<file path="config.mk">
export PLATFORM = sky130hd
export DESIGN_NAME = mm_engine_arbiter_flat
export DESIGN_NICKNAME = d
export VERILOG_FILES = /design/src/rtl/mm_engine_arbiter_if.sv /design/src/rtl/mm_engine_arbiter.sv /design/src/flat_wrapper.sv
export SDC_FILE = /design/constraint.sdc
export NUM_CORES = 1
export LEC_CHECK = 0
export ABC_AREA = 1
export CAP_MARGIN = 20
export CORE_ASPECT_RATIO = 1.2
export CORE_MARGIN = 3
export CORE_UTILIZATION = 55
export CTS_CLUSTER_DIAMETER = 40
export CTS_CLUSTER_SIZE = 40
export DETAILED_ROUTE_END_ITERATION = 6
export PLACE_DENSITY = 0.81
export RECOVER_POWER = 50
export SYNTH_ARGS = -nofsm -noshare
export SYNTH_HDL_FRONTEND = slang
export SYNTH_SLANG_ARGS = --single-unit
</file>
<file path="constraint.sdc">
create_clock -name clk -period 5.35 [get_ports clk]
set_clock_uncertainty 0.1 [all_clocks]
set_input_delay 0.8025 -clock clk [delete_from_list [all_inputs] [get_ports clk]]
set_output_delay 0.8025 -clock clk [all_outputs]
set_load 0.02 [all_outputs]
</file>
<file path="src/rtl/mm_engine_arbiter_if.sv">
// Handshake bundle between requesters, the shared matrix-multiply engine and the arbiter.
// The slave modport is the arbiter's view; master is the requester/engine side.
interface mm_engine_arbiter_if #(
  parameter int unsigned NUM_REQ = 4,
  parameter int unsigned IDX_W   = $clog2(NUM_REQ)
);
  logic [NUM_REQ-1:0] req;
  logic [NUM_REQ-1:0] gnt;
  logic [IDX_W-1:0]   sel;
  logic               eng_start;
  logic               eng_done;
  logic [NUM_REQ-1:0] rsp_valid;
  logic               rsp_err;
  logic               busy;
  logic               timeout_err;
  logic               clr_err;

  modport slave (
    input  req, eng_done, clr_err,
    output gnt, sel, eng_start, rsp_valid, rsp_err, busy, timeout_err
  );

  modport master (
    output req, eng_done, clr_err,
    input  gnt, sel, eng_start, rsp_valid, rsp_err, busy, timeout_err
  );
endinterface

</file>
<file path="src/rtl/mm_engine_arbiter.sv">
// Round-robin arbiter sharing one matrix-multiply engine between NUM_REQ requesters,
// with a per-job watchdog that aborts jobs whose done never arrives.
module mm_engine_arbiter #(
  parameter int unsigned NUM_REQ        = 4,
  parameter int unsigned IDX_W          = $clog2(NUM_REQ),
  parameter int unsigned TIMEOUT_CYCLES = 64,
  parameter int unsigned CNT_W          = $clog2(TIMEOUT_CYCLES + 1)
) (
  input logic                clk,
  input logic                reset,
  mm_engine_arbiter_if.slave bus
);

  typedef enum logic [2:0] {StIdle, StGrant, StStart, StWait, StResp} state_e;

  state_e             state_q, state_d;
  logic [IDX_W-1:0]   win_q, win_d;
  logic [IDX_W-1:0]   ptr_q, ptr_d;
  logic [CNT_W-1:0]   wdog_q, wdog_d;
  logic               err_q, err_d;

  logic [NUM_REQ-1:0] gnt_q, gnt_d;
  logic [IDX_W-1:0]   sel_q, sel_d;
  logic               start_q, start_d;
  logic [NUM_REQ-1:0] rsp_valid_q, rsp_valid_d;
  logic               rsp_err_q, rsp_err_d;
  logic               busy_q, busy_d;
  logic               timeout_q, timeout_d;

  logic               found;
  logic [IDX_W-1:0]   pick;
  int unsigned        idx;

  always_ff @(posedge clk or posedge reset) begin
    if (reset) begin
      state_q     <= StIdle;
      win_q       <= '0;
      ptr_q       <= IDX_W'(NUM_REQ - 1);
      wdog_q      <= '0;
      err_q       <= 1'b0;
      gnt_q       <= '0;
      sel_q       <= '0;
      start_q     <= 1'b0;
      rsp_valid_q <= '0;
      rsp_err_q   <= 1'b0;
      busy_q      <= 1'b0;
      timeout_q   <= 1'b0;
    end else begin
      state_q     <= state_d;
      win_q       <= win_d;
      ptr_q       <= ptr_d;
      wdog_q      <= wdog_d;
      err_q       <= err_d;
      gnt_q       <= gnt_d;
      sel_q       <= sel_d;
      start_q     <= start_d;
      rsp_valid_q <= rsp_valid_d;
      rsp_err_q   <= rsp_err_d;
      busy_q      <= busy_d;
      timeout_q   <= timeout_d;
    end
  end

  // First set request searching upward from the last winner, with wrap.
  always_comb begin
    found = 1'b0;
    pick  = '0;
    idx   = 0;
    for (int unsigned i = 1; i <= NUM_REQ; i++) begin
      idx = (32'(ptr_q) + i) % NUM_REQ;
      if (!found && bus.req[idx]) begin
        found = 1'b1;
        pick  = IDX_W'(idx);
      end
    end
  end

  always_comb begin
    state_d = state_q;
    win_d   = win_q;
    ptr_d   = ptr_q;
    wdog_d  = wdog_q;
    err_d   = err_q;
    unique case (state_q)
      StIdle: begin
        if (found) begin
          win_d   = pick;
          ptr_d   = pick;
          state_d = StGrant;
        end
      end
      StGrant: state_d = StStart;
      StStart: begin
        wdog_d  = '0;
        state_d = StWait;
      end
      StWait: begin
        wdog_d = wdog_q + 1'b1;
        // A done coinciding with the terminal count still counts as success.
        if (bus.eng_done) begin
          err_d   = 1'b0;
          state_d = StResp;
        end else if (wdog_q == CNT_W'(TIMEOUT_CYCLES - 1)) begin
          err_d   = 1'b1;
          state_d = StResp;
        end
      end
      StResp:  state_d = StIdle;
      default: state_d = StIdle;
    endcase
  end

  // Outputs are decoded from the next state so every port comes straight from a flop.
  always_comb begin
    gnt_d       = '0;
    rsp_valid_d = '0;
    sel_d       = win_d;
    start_d     = (state_d == StStart);
    busy_d      = (state_d != StIdle);
    rsp_err_d   = (state_d == StResp) && err_d;
    timeout_d   = timeout_q;
    if (state_d != StIdle) begin
      gnt_d[win_d] = 1'b1;
    end
    if (state_d == StResp) begin
      rsp_valid_d[win_d] = 1'b1;
    end
    if ((state_d == StResp) && (state_q != StResp) && err_d) begin
      timeout_d = 1'b1;
    end else if (bus.clr_err) begin
      timeout_d = 1'b0;
    end
  end

  assign bus.gnt         = gnt_q;
  assign bus.sel         = sel_q;
  assign bus.eng_start   = start_q;
  assign bus.rsp_valid   = rsp_valid_q;
  assign bus.rsp_err     = rsp_err_q;
  assign bus.busy        = busy_q;
  assign bus.timeout_err = timeout_q;

endmodule

</file>
<file path="src/flat_wrapper.sv">
// flat-port wrapper written by rule: the top's interface ports become plain ports
module mm_engine_arbiter_flat 
#(
  parameter int unsigned NUM_REQ        = 4,
  parameter int unsigned IDX_W          = $clog2(NUM_REQ),
  parameter int unsigned TIMEOUT_CYCLES = 64,
  parameter int unsigned CNT_W          = $clog2(TIMEOUT_CYCLES + 1)
)
  (clk, reset, bus_req, bus_eng_done, bus_clr_err, bus_gnt, bus_sel, bus_eng_start, bus_rsp_valid, bus_rsp_err, bus_busy, bus_timeout_err);
  mm_engine_arbiter_if #(.NUM_REQ(NUM_REQ), .IDX_W(IDX_W)) bus_i ();
  input logic clk;
  input logic reset;
  input wire logic [$bits(bus_i.req)-1:0] bus_req;
  input wire logic [$bits(bus_i.eng_done)-1:0] bus_eng_done;
  input wire logic [$bits(bus_i.clr_err)-1:0] bus_clr_err;
  output wire logic [$bits(bus_i.gnt)-1:0] bus_gnt;
  output wire logic [$bits(bus_i.sel)-1:0] bus_sel;
  output wire logic [$bits(bus_i.eng_start)-1:0] bus_eng_start;
  output wire logic [$bits(bus_i.rsp_valid)-1:0] bus_rsp_valid;
  output wire logic [$bits(bus_i.rsp_err)-1:0] bus_rsp_err;
  output wire logic [$bits(bus_i.busy)-1:0] bus_busy;
  output wire logic [$bits(bus_i.timeout_err)-1:0] bus_timeout_err;
  assign bus_i.req = bus_req;
  assign bus_i.eng_done = bus_eng_done;
  assign bus_i.clr_err = bus_clr_err;
  assign bus_gnt = bus_i.gnt;
  assign bus_sel = bus_i.sel;
  assign bus_eng_start = bus_i.eng_start;
  assign bus_rsp_valid = bus_i.rsp_valid;
  assign bus_rsp_err = bus_i.rsp_err;
  assign bus_busy = bus_i.busy;
  assign bus_timeout_err = bus_i.timeout_err;
  mm_engine_arbiter #(.NUM_REQ(NUM_REQ), .IDX_W(IDX_W), .TIMEOUT_CYCLES(TIMEOUT_CYCLES), .CNT_W(CNT_W)) u_core (.clk(clk), .reset(reset), .bus(bus_i));
endmodule
</file>
=== Yosys cells after proc, flatten, opt, wreduce, memory -nomap -nowiden ===
Cells that the tools add are included.

* Bits in registers: 27
* Input bits: 8
* Output and inout port bits: 14
* Logic and storage cells: 76

* $add $sub $neg: 5
* Order comparisons: 6
* Equal/unequal tests: 7
* Multiplexer cells: 32
* Reductions and logical operators: 15

{| class="wikitable"
|+ Operators by type and width
! cell !! number
|-
| $lt A2 B3 Y1 const B || 5
|-
| $mux W1 || 14
|-
| $pmux W7 S2 || 1
|-
| $mux W2 || 6
|-
| $pmux W3 S4 || 1
|-
| $eq A3 B2 Y1 const B || 3
|-
| $mux W3 || 3
|-
| $bmux W1 S2 || 4
|-
| $mux W4 || 2
|-
| $add A7 B1 Y7 const B || 1
|-
| $eq A7 B6 Y1 const B || 1
|-
| $logic_and A1 B1 Y1 || 7
|-
| $add A2 B1 Y2 const B || 2
|-
| $add A2 B2 Y2 const B || 2
|-
| $reduce_bool A2 Y1 || 2
|-
| $eq A3 B1 Y1 const B || 1
|-
| $eq A3 B3 Y1 const B || 1
|-
| $logic_not A1 Y1 || 3
|-
| $logic_not A3 Y1 || 1
|-
| $ne A3 B3 Y1 const B || 1
|-
| $reduce_bool A3 Y1 || 1
|-
| $demux W1 S2 || 1
|-
| $ge A2 B1 Y1 const B || 1
|-
| $reduce_and A2 Y1 || 1
|}

=== Longest topological paths before layout ===
* Depth in word-level cells: 20
* Depth in mapped cells: 15
* Mapped depth without buffers: 14

=== Worst setup path after synthesis ===
No wires, ideal clock.

* Path kind: input to register
* Start point: in bus_req[3]
* End point: reg u_core.state_q[0]
* Setup time: 0.127 ns
* Data arrival time: 1.668 ns
* Data required time: 5.123 ns
* Setup slack: 3.455 ns
* Stages on the path: 9
* Path buffers: 0
* Cells stage by stage: inv_1 nand2_1 nand3_1 nand2_1 nor2_4 nand3_2 nand2_4 inv_4 or2_2

* Longest elaborated chain between the ends: 14
* Elaborated cells on any way between the ends: 20
* Classes of those cells: 14 x mux; 6 x reduce/logical

{| class="wikitable"
|+ Ends and longest elaborated chain
! what !! line !! RTL
|-
| from (decl) || flat_wrapper.sv:13 || <nowiki>input wire logic [$bits(bus_i.req)-1:0] bus_req;</nowiki>
|-
| $bmux W1 S2 || mm_engine_arbiter.sv:71 || <nowiki>if (!found && bus.req[idx]) begin</nowiki>
|-
| $mux W1 (implied by the code) || mm_engine_arbiter.sv:71 ||
|-
| $mux W1 || mm_engine_arbiter.sv:71 ||
|-
| $logic_not A1 Y1 || mm_engine_arbiter.sv:71 ||
|-
| $logic_and A1 B1 Y1 || mm_engine_arbiter.sv:71 ||
|-
| $mux W1 || mm_engine_arbiter.sv:71 ||
|-
| $logic_not A1 Y1 || mm_engine_arbiter.sv:71 ||
|-
| $logic_and A1 B1 Y1 || mm_engine_arbiter.sv:71 ||
|-
| $mux W1 || mm_engine_arbiter.sv:71 ||
|-
| $logic_not A1 Y1 || mm_engine_arbiter.sv:71 ||
|-
| $logic_and A1 B1 Y1 || mm_engine_arbiter.sv:71 ||
|-
| $mux W1 (*) || mm_engine_arbiter.sv:71 ||
|-
| $mux W3 (*) || mm_engine_arbiter.sv:86 || <nowiki>if (found) begin</nowiki>
|-
| $pmux W3 S4 (*) || mm_engine_arbiter.sv:84 || <nowiki>unique case (state_q)</nowiki>
|-
| via u_core.state_d[0] || mm_engine_arbiter.sv:16 || <nowiki>state_e state_q, state_d;</nowiki>
|-
| to (signal assigned) || mm_engine_arbiter.sv:36 || <nowiki>state_q <= StIdle;</nowiki>
|-
| to (signal assigned) || mm_engine_arbiter.sv:49 || <nowiki>state_q <= state_d;</nowiki>
|-
| to (decl) || mm_engine_arbiter.sv:16 ||
|}

Mark *: on every way through the listed nets, which the timed path passes. The rest lies on a longest branch. The select of a mux whose other input is x is not followed.
A chain may end at the register's enable or synchronous reset.

==> metrics.log <==
[metrics] number of nets produced by synthesis: 177
[metrics] met3 WL: 101 µm
[metrics] area of the multi-input gates: 626 µm²
[metrics] core utilization of the finished layout: 71.2%
[metrics] leading cell types by count after synthesis: 39 x sky130_fd_sc_hd__nand2_1, 25 x sky130_fd_sc_hd__dfrtp_1, 23 x sky130_fd_sc_hd__inv_1
[metrics] number of enable flip-flop cells after synthesis: 0
[metrics] antenna violation net count after detailed routing: 0
[metrics] diodes inserted: 0
[metrics] Worst path slowest cell: sky130_fd_sc_hd__clkbuf_1
[metrics] Worst Path Max Fanout: 26
[metrics] Seq cells post-synth: 27
[metrics] highest routed layer: met4
[metrics] sequential fraction of the synthesis area: 47.3%
[metrics] Primary FF master, synth: sky130_fd_sc_hd__dfrtp_1
[metrics] warning count from the yosys run: 0
[metrics] drt first pass iters: 5
[metrics] Met2 Routed Length: 1.52 mm
[metrics] worst-case vdd ir drop: 0.000465 V
[metrics] total number of vias: 1168
[metrics] vertical extent of the die: 61.9 µm
[metrics] maximum clock path buffer count: 2
[metrics] number of buffers inserted by hold repair at cts: 0
[metrics] Core Region: 2380 µm²
[metrics] CP cell instances: dlygate4sd3_1 -> inv_1 -> clkbuf_1
[metrics] Achievable Freq: 0.436 GHz
[metrics] fraction of final layout cells sized beyond drive strength 1: 18.1%
[metrics] number of buffers added by the clock tree synthesis step: 3
[metrics] GRT Overall Usage: 20.2%
[metrics] routed length on met1: 1.19 mm
[metrics] number of slew-limit violations in the final report: 0
[metrics] setup TNS: 0 ps
[metrics] Post-CTS Repair Setup Buffers: 0
[metrics] number of setup violations in the final report: 0
[metrics] total global routing overflow: 0
[metrics] synthesized-area fraction occupied by adder cells: 0.873%
[metrics] TritonCTS clock tree: built
[metrics] number of max-cap violations: 0
[metrics] net count of the finished layout: 203
[metrics] clock slew seen by the registers of the worst setup and hold paths: 140 ps
[metrics] Chip Width: 52.6 µm
[metrics] clock sink count: 27
[metrics] max_slew headroom: 8.51%
[metrics] family with the most delay on the worst path: buffers and inverters
[metrics] actual slew at the worst max-slew pin: 1370 ps
[metrics] cell accounting for the most synthesized area: sky130_fd_sc_hd__dfrtp_1
[metrics] top cells by area in the synthesized netlist: sky130_fd_sc_hd__dfrtp_1 44%, sky130_fd_sc_hd__nand2_1 10%, sky130_fd_sc_hd__inv_1 6.0%
[metrics] number of endpoints with negative hold slack in the final report: 0
[metrics] number of unique standard cell types used by synthesis: 32
[metrics] total I/O pin count: 22
[metrics] Hold/Removal Path Class: reg2reg
[metrics] Routed Wire Length: 2.86 mm
[metrics] via count of the first global-routing pass: 1200
[metrics] register-to-register setup slack: 3250 ps
[metrics] die outline area: 3260 µm²
[metrics] data arrival time of the critical path: 2420 ps
[metrics] number of DRC markers in iteration 0: 43
[metrics] area of the mapped netlist: 1430 µm²
[metrics] required time at the endpoint of the critical path: 5480 ps
[metrics] worst-skew pair later-pin latency: 330 ps
[metrics] fraction of the mapped netlist area in compound gates: 8.65%
[metrics] share of synthesized area spent on multiplexers: 0%
[metrics] Avg WL per Cell: 12.8 µm
[metrics] delay of the slowest critical-path stage: 1000 ps
[metrics] status: complete, no violations
[metrics] quantity of gates resized following cts: 0
[metrics] setup repair after global routing missed its margin: false
[metrics] sequential cell area in the final layout: 678 µm²
[metrics] power per cell area: 572 nW/µm²
[metrics] share of the synthesized netlist area taken by xor and xnor gates: 0%
[metrics] async set-reset flop share out of synthesis: 100%
[metrics] post-DR vias/cell: 5.21
[metrics] first-pass GRT wire length: 4.90 mm
[metrics] number of buffer cells added on primary ports: 21
[metrics] final estimated routing congestion in global placement: 0.891
[metrics] average size of a mapped cell: 8.53 µm²
[metrics] Synth top area share: 43.7%
[metrics] Rows: 19
[metrics] period utilization: 42.8%
[metrics] drt drc: 0
[metrics] share of synthesized cell area in and, or, nand and nor gates: 34.7%
[metrics] pin count of the biggest net entering global routing: 28
[metrics] Detailed Place HPWL: 2.13 mm
[metrics] number of antenna violations at the first check in global routing: 0
[metrics] combinational family with the most area after synthesis: simple AND/OR/NAND/NOR gates
[metrics] most common cell in the synthesized netlist: sky130_fd_sc_hd__nand2_1
[metrics] fill cell total of the finished layout: 199
[metrics] number of instances in the synthesized netlist: 168
[metrics] layout overhead on the synthesized area: 18.2%
[metrics] final critical-path required period: 2290 ps
[metrics] CP Capture Type: asynchronous set/reset pin
[metrics] critical path class: in2async
[metrics] category of the worst setup path launch point: input port
[metrics] clock root cell: sky130_fd_sc_hd__clkbuf_4
[metrics] # H-tree levels: 1
[metrics] number of buffers and inverters on the critical path: 3
[metrics] Initial Util: 60.3%
[metrics] leakage power figure: 0.845 nW
## power by group
group	total [W]	switching, W	internal (W)
logic	0.000563	0.000359	0.000205
registers	0.000318	0.0000494	0.000269
clock network	0.0000872	0.0000579	0.0000293
## cell type report
class / count / area share, %
clock buffer: 4 / 1.55
inverter: 27 / 6.50
multi-input combinational: 113 / 37.0
sequential: 27 / 40.1
tap: 31 / 2.29
timing repair buffer: 22 / 12.6
## state kept, by name, summed over array words and instances, names as in the netlist
name                    cells
u_core.bus.gnt              4
u_core.bus.eng_start        1
u_core.state_q              3
u_core.bus.sel              2
u_core.bus.rsp_valid        4
u_core.err_q                1
u_core.ptr_q                2
u_core.wdog_q               7
u_core.bus.rsp_err          1
u_core.bus.busy             1
u_core.bus.timeout_err      1
## worst register-to-register path: stages (launching register included)
cell and delay, ps:
sky130_fd_sc_hd__dfrtp_1 420, sky130_fd_sc_hd__nor2_1 240, sky130_fd_sc_hd__inv_1 160, sky130_fd_sc_hd__nor2_1 470, sky130_fd_sc_hd__o21ai_2 220, sky130_fd_sc_hd__inv_1 160, sky130_fd_sc_hd__nor2_2 90, sky130_fd_sc_hd__nor3_2 170
## final timing paths
path / startpoint / endpoint / cells past startpoint
worst max register to register: u_core.state_q[2] / u_core.bus.gnt[0] / 7
worst max-delay path: reset / u_core.bus.rsp_valid[0] / 3
max in group clk: u_core.bus.sel[1] / bus_sel[1] / 1
worst min register to register: u_core.state_q[2] / u_core.bus.eng_start / 1
min in group asynchronous: reset / u_core.bus.rsp_err / 2
worst min-delay path: u_core.state_q[2] / u_core.bus.eng_start / 1
## cell usage in the layout, fill, tap and decap left out, types with 2 or more instances in the layout
cell and instances:
sky130_fd_sc_hd__o21ai_2 2, sky130_fd_sc_hd__dfstp_2 2, sky130_fd_sc_hd__or2_2 2, sky130_fd_sc_hd__o22ai_1 2, sky130_fd_sc_hd__a21oi_1 3, sky130_fd_sc_hd__nor3_1 2, sky130_fd_sc_hd__nand3_1 7, sky130_fd_sc_hd__clkbuf_1 2
sky130_fd_sc_hd__nand2_4 7, sky130_fd_sc_hd__clkdlybuf4s50_1 19, sky130_fd_sc_hd__nor3_2 2, sky130_fd_sc_hd__dfrtp_1 25, sky130_fd_sc_hd__nand3_2 2, sky130_fd_sc_hd__clkbuf_4 3, sky130_fd_sc_hd__nand2_2 8, sky130_fd_sc_hd__dlygate4sd3_1 2
sky130_fd_sc_hd__inv_1 23, sky130_fd_sc_hd__nand2_1 39, sky130_fd_sc_hd__nor2_1 18, sky130_fd_sc_hd__o21ai_0 8
## layer usage
layer	vias to the layer above	global-route usage [%]
met2	33	37.9
met4	0	8.76
met3	7	2.39
met1	552	22.9
met5	-	0
li1	576	-
## cell families after synthesis
family / after synthesis
compound gates: 20
buf+inv: 28
flops: 27
simple gates: 92
fa+ha+maj: 1
## stage by stage
stage / hold WS [ps] / total power [W] / cells / setup WS, ps / area [µm²]
finish: 381 / 0.000968 / 224 / 3060 / 1690
global route: 408 / 0.00105 / 224 / 2810 / 1690
CTS: 385 / 0.000979 / 223 / 3090 / 1700
detailed placement: 368 / 0.000892 / 219 / 2830 / 1670
global placement: 364 / 0.000868 / 219 / 2890 / 1670
floorplan: 346 / 0.000751 / 168 / 3450 / 1430
No activity file was read; power rests on OpenSTA's default activity.
